`config.mk`:
```
export PLATFORM = sky130hd
export DESIGN_NAME = hazard_scoreboard
export DESIGN_NICKNAME = d
export VERILOG_FILES = /design/src/rtl/hazard_pkg.sv /design/src/rtl/hazard_md_timer.sv /design/src/rtl/hazard_scoreboard.sv
export SDC_FILE = /design/constraint.sdc
export NUM_CORES = 1
export LEC_CHECK = 0
export ABC_AREA = 1
export CORE_MARGIN = 2
export CORE_UTILIZATION = 32
export DETAILED_ROUTE_END_ITERATION = 10
export DONT_BUFFER_PORTS = 1
export GPL_ROUTABILITY_DRIVEN = 0
export GPL_TIMING_DRIVEN = 0
export PLACE_DENSITY = 0.49
export SLEW_MARGIN = 10
export SYNTH_ARGS = -nofsm -noshare
export SYNTH_HDL_FRONTEND = slang
export SYNTH_SLANG_ARGS = --single-unit
```
`constraint.sdc`:
```
create_clock -name clk -period 2.4 [get_ports clk]
set_input_delay 0.24 -clock clk [delete_from_list [all_inputs] [get_ports clk]]
set_output_delay 0.24 -clock clk [all_outputs]
set_load 0.005 [all_outputs]
```
`src/rtl/hazard_pkg.sv`:
```
// Shared hazard-unit definitions: widths, forward-select encoding,
// scoreboard entry layout and mult/div latency defaults.
package hazard_pkg;

  localparam int REG_AW       = 5;
  localparam int TW           = 2;
  localparam int NUM_STAGES_D = 3;
  localparam int SEL_W        = $clog2(NUM_STAGES_D + 1);
  localparam int MULT_LAT_D   = 5;
  localparam int DIV_LAT_D    = 10;
  localparam int FWD_RF       = 0;

  typedef struct packed {
    logic              valid;
    logic [REG_AW-1:0] wa;
    logic [TW-1:0]     tnew;
  } sb_entry_t;

  function automatic int fwd_stage(input int k);
    return k + 1;
  endfunction

endpackage

```
`src/rtl/hazard_md_timer.sv`:
```
// Mult/div busy timer: loads the unit latency on an accepted start,
// otherwise counts down to zero. Busy while non-zero.
module hazard_md_timer
  import hazard_pkg::*;
#(
  parameter int MULT_LAT = MULT_LAT_D,
  parameter int DIV_LAT  = DIV_LAT_D,
  localparam int MAXL    = (MULT_LAT > DIV_LAT) ? MULT_LAT : DIV_LAT,
  localparam int CW      = $clog2(MAXL + 1)
) (
  input  logic clk,
  input  logic reset,
  input  logic i_load,
  input  logic i_div,
  output logic o_busy
);

  logic [CW-1:0] r_cnt;

  always_ff @(posedge clk or negedge reset) begin
    if (!reset) begin
      r_cnt <= '0;
    end else if (i_load) begin
      r_cnt <= i_div ? CW'(DIV_LAT) : CW'(MULT_LAT);
    end else if (r_cnt != '0) begin
      r_cnt <= r_cnt - CW'(1);
    end
  end

  assign o_busy = (r_cnt != '0);

endmodule

```
`src/rtl/hazard_scoreboard.sv`:
```
// In-flight write scoreboard with Tuse/Tnew stall and forward select.
// Optional stall counter enabled by HAZARD_STALL_CNT_EN.
module hazard_scoreboard
  import hazard_pkg::*;
#(
  parameter int NUM_STAGES = NUM_STAGES_D,
  parameter int MULT_LAT   = MULT_LAT_D,
  parameter int DIV_LAT    = DIV_LAT_D,
  localparam int SW        = $clog2(NUM_STAGES + 1)
) (
  input  logic              clk,
  input  logic              reset,
  input  logic              d_valid,
  input  logic [REG_AW-1:0] d_rs,
  input  logic [REG_AW-1:0] d_rt,
  input  logic [TW-1:0]     d_rs_tuse,
  input  logic [TW-1:0]     d_rt_tuse,
  input  logic [REG_AW-1:0] d_wa,
  input  logic [TW-1:0]     d_tnew,
  input  logic              d_md_start,
  input  logic              d_md_div,
  input  logic              d_md_use,
  output logic              stall,
  output logic [SW-1:0]     fwd_rs_sel,
  output logic [SW-1:0]     fwd_rt_sel,
  output logic              md_busy,
  output logic [31:0]       stall_cnt
);

  sb_entry_t [NUM_STAGES-1:0] r_sb;

  logic          w_rs_hit, w_rt_hit;
  logic [SW-1:0] w_rs_k, w_rt_k;
  logic [TW-1:0] w_rs_tn, w_rt_tn;
  logic          w_rs_stall, w_rt_stall;
  logic          w_md_stall, w_md_load;

  // Scan oldest to youngest so the youngest match overrides.
  always_comb begin
    w_rs_hit = 1'b0;
    w_rs_k   = '0;
    w_rs_tn  = '0;
    w_rt_hit = 1'b0;
    w_rt_k   = '0;
    w_rt_tn  = '0;
    for (int k = NUM_STAGES - 1; k >= 0; k--) begin
      if (r_sb[k].valid && r_sb[k].wa == d_rs) begin
        w_rs_hit = 1'b1;
        w_rs_k   = SW'(fwd_stage(k));
        w_rs_tn  = r_sb[k].tnew;
      end
      if (r_sb[k].valid && r_sb[k].wa == d_rt) begin
        w_rt_hit = 1'b1;
        w_rt_k   = SW'(fwd_stage(k));
        w_rt_tn  = r_sb[k].tnew;
      end
    end
    w_rs_hit = w_rs_hit && (d_rs != '0);
    w_rt_hit = w_rt_hit && (d_rt != '0);
  end

  assign w_rs_stall = w_rs_hit && (w_rs_tn > d_rs_tuse);
  assign w_rt_stall = w_rt_hit && (w_rt_tn > d_rt_tuse);
  assign w_md_stall = md_busy && d_md_use;

  assign stall = d_valid && (w_rs_stall || w_rt_stall || w_md_stall);

  assign fwd_rs_sel = (w_rs_hit && w_rs_tn == '0) ? w_rs_k : SW'(FWD_RF);
  assign fwd_rt_sel = (w_rt_hit && w_rt_tn == '0) ? w_rt_k : SW'(FWD_RF);

  assign w_md_load = d_md_start && d_valid && !stall;

  always_ff @(posedge clk or negedge reset) begin
    if (!reset) begin
      r_sb <= '0;
    end else begin
      r_sb[0].valid <= d_valid && !stall && (d_wa != '0);
      r_sb[0].wa    <= d_wa;
      r_sb[0].tnew  <= d_tnew;
      for (int k = 1; k < NUM_STAGES; k++) begin
        r_sb[k].valid <= r_sb[k-1].valid;
        r_sb[k].wa    <= r_sb[k-1].wa;
        r_sb[k].tnew  <= (r_sb[k-1].tnew != '0) ?
                         r_sb[k-1].tnew - TW'(1) : '0;
      end
    end
  end

  hazard_md_timer #(
    .MULT_LAT (MULT_LAT),
    .DIV_LAT  (DIV_LAT)
  ) u_md_timer (
    .clk    (clk),
    .reset  (reset),
    .i_load (w_md_load),
    .i_div  (d_md_div),
    .o_busy (md_busy)
  );

`ifdef HAZARD_STALL_CNT_EN
  logic [31:0] r_stall_cnt;

  always_ff @(posedge clk or negedge reset) begin
    if (!reset) begin
      r_stall_cnt <= '0;
    end else if (stall && r_stall_cnt != '1) begin
      r_stall_cnt <= r_stall_cnt + 32'd1;
    end
  end

  assign stall_cnt = r_stall_cnt;
`else
  assign stall_cnt = 32'd0;
`endif

endmodule
```
Word-level counts from Yosys, hierarchy flattened
Cells that the tools add are included.
- register bits: 28
- input bits: 27
- output and inout port bits: 38
- logic and storage cells: 76
- add/subtract/negate cells: 3
- order comparisons: 2
- equality and inequality tests: 6
- mux-type cells: 25
- reduce and logical (&&, ||, !) cells: 30
- operators by type and width (kind ; count):
    2-to-1 mux 2 bit ; 16
    == test 5 bit ; 6
    logical AND 1 bit ; 18
    nonzero test 5 bit ; 3
    2-to-1 mux 4 bit ; 3
    2-to-1 mux 1 bit ; 6
    nonzero test 2 bit ; 3
    greater-than comparator 2 bit ; 2
    logical NOT 2 bit ; 2
    nonzero test 4 bit ; 1
    subtractor 2 x 1 -> 2 bit (second input constant) ; 2
    subtractor 4 x 1 -> 4 bit (second input constant) ; 1
    logical OR 1 bit ; 2
    logical NOT 1 bit ; 1

Longest topological paths before layout
- depth after elaboration: 13
- mapped depth: 21
- gate-level depth less buffers: 21

Hierarchy
From an unflattened synthesis, not the netlist that was laid out.
- cell total of the unflattened synthesis: 306
- area total of the unflattened synthesis: 2089.5 µm²
- by module, submodules not included (module ; times used ; cells an instance ; area each (µm²) ; sequential area each (µm²)):
    hazard_scoreboard ; 1 ; 275 ; 1843.0 ; 600.6
    hazard_md_timer ; 1 ; 31 ; 246.5 ; 100.1

Worst setup path after synthesis
Ideal clock, no wire load.
- path type: flip-flop to flip-flop
- start point: reg r_sb[14] in the netlist's numbering
- end point: reg u_md_timer.r_cnt[1]
- library setup time: 117 ps
- arrival: 2087 ps
- data required time: 2283 ps
- slack: 196 ps
- cell stages (with the launch flop): 21
- path buffers: 0
- period minus slack after synthesis: 2204 ps
- path through: dfrtp_1 > inv_1 > nand2_1 > a21oi_1 > nand3_2 > clkinv_1 > nor2_1 > nand2_1 > o211ai_1 > o21ai_1 > inv_1 > ha_1 > a21oi_1 > a21oi_1 > nand3_2 > nand3_2 > nand2_4 > nand2_4 > nand2_2 > nand3_2 > nand2_1
- word-level cells in the longest chain between the ends: 12
- elaborated cells on any way between the ends: 25
- those cells by class: order compare (2); eq/ne (2); mux (9); reduce/logical (12)
- ends and longest elaborated chain (item ; RTL line ; RTL):
    start: declaration ; hazard_scoreboard.sv:30 ; sb_entry_t [NUM_STAGES-1:0] r_sb;
    == test 5 bit (on tied branches) ; hazard_scoreboard.sv:47, hazard_scoreboard.sv:52 ;
    logical AND 1 bit (on tied branches) ; hazard_scoreboard.sv:47, hazard_scoreboard.sv:52 ;
    2-to-1 mux 2 bit (tied with other cells) (2 in series) ; hazard_scoreboard.sv:47 ; if (r_sb[k].valid && r_sb[k].wa == d_rs) begin
    greater-than comparator 2 bit (tied with other cells) ; hazard_scoreboard.sv:62 ; assign w_rs_stall = w_rs_hit && (w_rs_tn > d_rs_tuse);
    logical AND 1 bit (on tied branches) ; hazard_scoreboard.sv:62, hazard_scoreboard.sv:63 ;
    logical OR 1 bit * (2 in series) ; hazard_scoreboard.sv:66 ; assign stall = d_valid && (w_rs_stall || w_rt_stall || w_md_stall);
    logical AND 1 bit * ; hazard_scoreboard.sv:66 ;
    logical NOT 1 bit * ; hazard_scoreboard.sv:71 ; assign w_md_load = d_md_start && d_valid && !stall;
    logical AND 1 bit * ; hazard_scoreboard.sv:71 ;
    2-to-1 mux 4 bit or nonzero test 2 bit (tied branches) ; n/a ;
    end signal: assignment ; hazard_md_timer.sv:24 ; r_cnt <= i_div ? CW'(DIV_LAT) : CW'(MULT_LAT);
    end signal: assignment ; hazard_md_timer.sv:26 ; r_cnt <= r_cnt - CW'(1);
    end: declaration ; hazard_md_timer.sv:18 ; logic [CW-1:0] r_cnt;
Every way passes the cells marked *; elsewhere a longest branch is shown, timed or not.
A chain may end at the register's enable or synchronous reset.

Worst setup path after layout
- start point: reg r_sb[10] in the netlist's numbering
- end point: out stall
- word-level cells in the longest chain between the ends: 9
- elaborated cells on any way between the ends: 21
- those cells by class: order compare (2); eq/ne (2); mux (8); reduce/logical (9)
- ends and longest elaborated chain (item ; RTL line ; RTL):
    == test 5 bit (on tied branches) ; hazard_scoreboard.sv:47, hazard_scoreboard.sv:52 ;
    logical AND 1 bit (on tied branches) ; hazard_scoreboard.sv:47, hazard_scoreboard.sv:52 ;
    2-to-1 mux 2 bit (tied with other cells) (2 in series) ; hazard_scoreboard.sv:47 ;
    greater-than comparator 2 bit (tied with other cells) ; hazard_scoreboard.sv:62 ;
    logical AND 1 bit (on tied branches) ; hazard_scoreboard.sv:62, hazard_scoreboard.sv:63 ;
    logical OR 1 bit * (2 in series) ; hazard_scoreboard.sv:66 ;
    logical AND 1 bit * ; hazard_scoreboard.sv:66 ;
    end: declaration ; hazard_scoreboard.sv:23 ; output logic stall,
Marked as above.

==> results.cfg <==
[power_and_ir_drop]
peakVddDrop_v = 0.000334
p_total_uw = 1350
switchingPower_uw = 415
power_density_nw_per_um2 = 520
intPower_uw = 933
pwr-share-seq_pct = 43.0
sw_frac_of_total_pct = 30.8
pwr-share-clk_pct = 28.3
power.leakage_uw = 0.00151
combPwrFrac_pct = 28.8

[finish]
drive_gt1_share_pct = 27.5
final_common_cell = nand2_1
layout.nets = 383
antennaDiodeCount = 0
fin_cells = 426
fillers = 695
area_growth_pct = 27.4
layout_common_cells = 85 x nand2_1, 46 x buf_4, 34 x inv_1, 32 x conb_1, 30 x nor2_1

[worst_setup_path]
crit_family = simple AND/OR/NAND/NOR gates
critPathArrivalTime_ns = 2.36
worstSetupStartpoint = r_sb[10]$_DFF_PN0_
crit_slowest_cell = dfrtp_1
critPathMaxFanout = 5
rr_worst_depth = 21
cp-start-kind = flip-flop
slowest_delay_ns = 0.45
crit_chain = nand2_1, o21ai_1, nor2_1, nand3_2, clkinv_2, nor2_4, nand2_1, o211ai_1, o21ai_1, inv_1, ha_4, a21oi_2, a21oi_2, nand3_2, nand3_2, nand2_4, inv_2
crit_buf_inv = 3
path_depth = 17
r2r_start = r_sb[10]$_DFF_PN0_
crit_top_cell = nand3_2
required_ns = 2.16
crit_type = flip-flop to output port
cp-end-kind = output port

[grt]
grt_pass1_wl_um = 7470
grt_pass1_vias = 1621
grt_max_degree = 29
track_usage_pct = 13.2
grt-ovfl-total = 0
antenna_found_initial = 0

[clock_network]
cts.htree.levels = 1
cts_root_buf = clkbuf_8
insertion_delay_ns = 0.29
clock-sinks = 28
cts.path.max_buffers = 2
cts_buffers = 3
cts_tree = yes
clk_pin_slew_worst_paths_ns = 0.10

[placement]
pre_cts_ws_ns = -0.184
dp_cells = 399
io_buffers = 0
detailed_place_hpwl_um = 3670

[logic_synthesis]
synth.avg_cell_area_um2 = 7.00
ys_ff_latch = 28
yosysWarningCount = 0
ys_seq_area_share_pct = 34.4
synth_cells = 291
synth_cell_type_count = 25
syn_area_um2 = 2040

[sta]
layout_min_cycle_time_ns = 2.60
fin_hold_ws_ns = 0.0916
rsz0062_at_grt = yes
finalMaxSlewViolations = 0
finalSetupViolCount = 5
setup_slack_ns = -0.195
timing.fmax_mhz = 385
clock_skew_ns = 0.0101
fin_crit_sh_pct = 108
timing.final.hold_violations = 0

[floorplan]
die_h_um = 83.8
die_area_um2 = 7020
row_count = 29
start_util_pct = 32.6
ios = 65
die_w_um = 83.8
core_um2 = 6240

[routing]
dr.first_iter.drc_count = 78
viasPerCell = 4.22
dr.pass1.iters = 4
drc = 0
antenna_left = 0
via_count = 1796
drt-total-wl_um = 4540
detail_route.wl_per_cell_um = 10.7

[run]
maxCapViolCount = 0

[worst_hold_path]
hold_depth = 2
hold_start = d_valid
hp-class = input pin to flip-flop

[outcome]
status = finished with violations
violations = setup timing
-- cells in the mapped netlist --
cell type,count,area [um^2]
a21oi_1,11,55.1
a31oi_1,1,6.26
buf_4,32,240
clkinv_1,1,3.75
conb_1,1,3.75
dfrtp_1,28,701
ha_1,6,75.1
inv_1,38,143
inv_2,8,30.0
nand2_1,85,319
nand2_2,4,25.0
nand2_4,2,22.5
nand3_1,7,35.0
nand3_2,10,100
nand3_4,1,17.5
nand4_1,3,18.8
nor2_1,33,124
nor2_2,2,12.5
nor3_1,3,15.0
nor4_1,1,6.26
o211ai_1,1,7.51
o21a_1,1,7.51
o21ai_0,3,15.0
o21ai_1,7,35.0
xor2_1,2,17.5
-- stage by stage --
stage               util, %  setup TNS, ns  area [um^2]
floorplan                 -              0         2150
global placement       36.0         -0.466         2250
detailed placement     36.0         -0.695         2250
CTS                    40.5         -0.585         2530
global route           41.5          -1.71         2590
finish                 41.5         -0.548         2590
-- worst paths after layout --
| kind | to | slack [ns] |
|---|---|---|
| worst max register to register | u_md_timer.r_cnt[1]$_DFFE_PN0P_ | -0.12 |
| worst min register to register | r_sb[10]$_DFF_PN0_ | 0.42 |
| worst max-delay path | stall | -0.20 |
| min in group asynchronous | r_sb[5]$_DFF_PN0_ | 0.37 |
| worst min-delay path | r_sb[7]$_DFF_PN0_ | 0.09 |
| max in group asynchronous | r_sb[16]$_DFF_PN0_ | 1.86 |
-- worst register-to-register path, delay by kind of cell (launching register included) --
| family | cells | cell delay, ns |
|---|---|---|
| DFF | 1 | 0.45 |
| AOI/OAI and AO/OA | 5 | 0.42 |
| and+or+nand+nor | 12 | 0.91 |
| adders and majority gates | 1 | 0.28 |
| buffers and inverters | 3 | 0.32 |
-- power groups by stage --
stage	Clock, uW	Combinational, uW	Sequential [uW]
6_report	381	388	579
5_1_grt	413	450	590
4_1_cts	390	387	581
3_5_place_dp	0	346	591
3_3_place_gp	0	340	589
2_1_floorplan	0	301	575
-- metal layers --
metal	up-vias	track usage [%]	wire length, um
met3	5	1.98	339
met2	60	21.9	2100
met1	787	18.0	2050
met4	0	3.52	54
li1	944	-	-
met5	-	0	0
-- what timing repair did --
item                       CTS  global route
setup endpoints to repair    5             6
buffers inserted             8             6
hold endpoints to repair    35             0
hold buffers                 9             0
pin swaps                   12             3
resized for setup           16             5
-- layout make-up --
cell class	instances	area, um^2	area share, %
inverter	47	178	6.85
clock buffer	3	41.3	1.59
sequential	28	701	27.0
buffer	32	240	9.27
timing repair buffer	23	205	7.92
clock inverter	1	30.0	1.16
tap	77	96.3	3.72
multi-input combinational	215	1100	42.5
-- sequential cells by signal (all words and copies together) (netlist names) --
name              count
r_sb                 24
u_md_timer.r_cnt      4
-- kinds of logic after synthesis --
logic type,Yosys count,synth area share (%)
adders and majority gates,6,3.69
and+or+nand+nor,151,34.2
AOI/OAI and AO/OA,24,6.21
buffers and inverters,79,20.5
xor gates and xnor gates,2,0.861
other,1,0.184
DFF,28,34.4
Power figures use the tool's default switching activity.
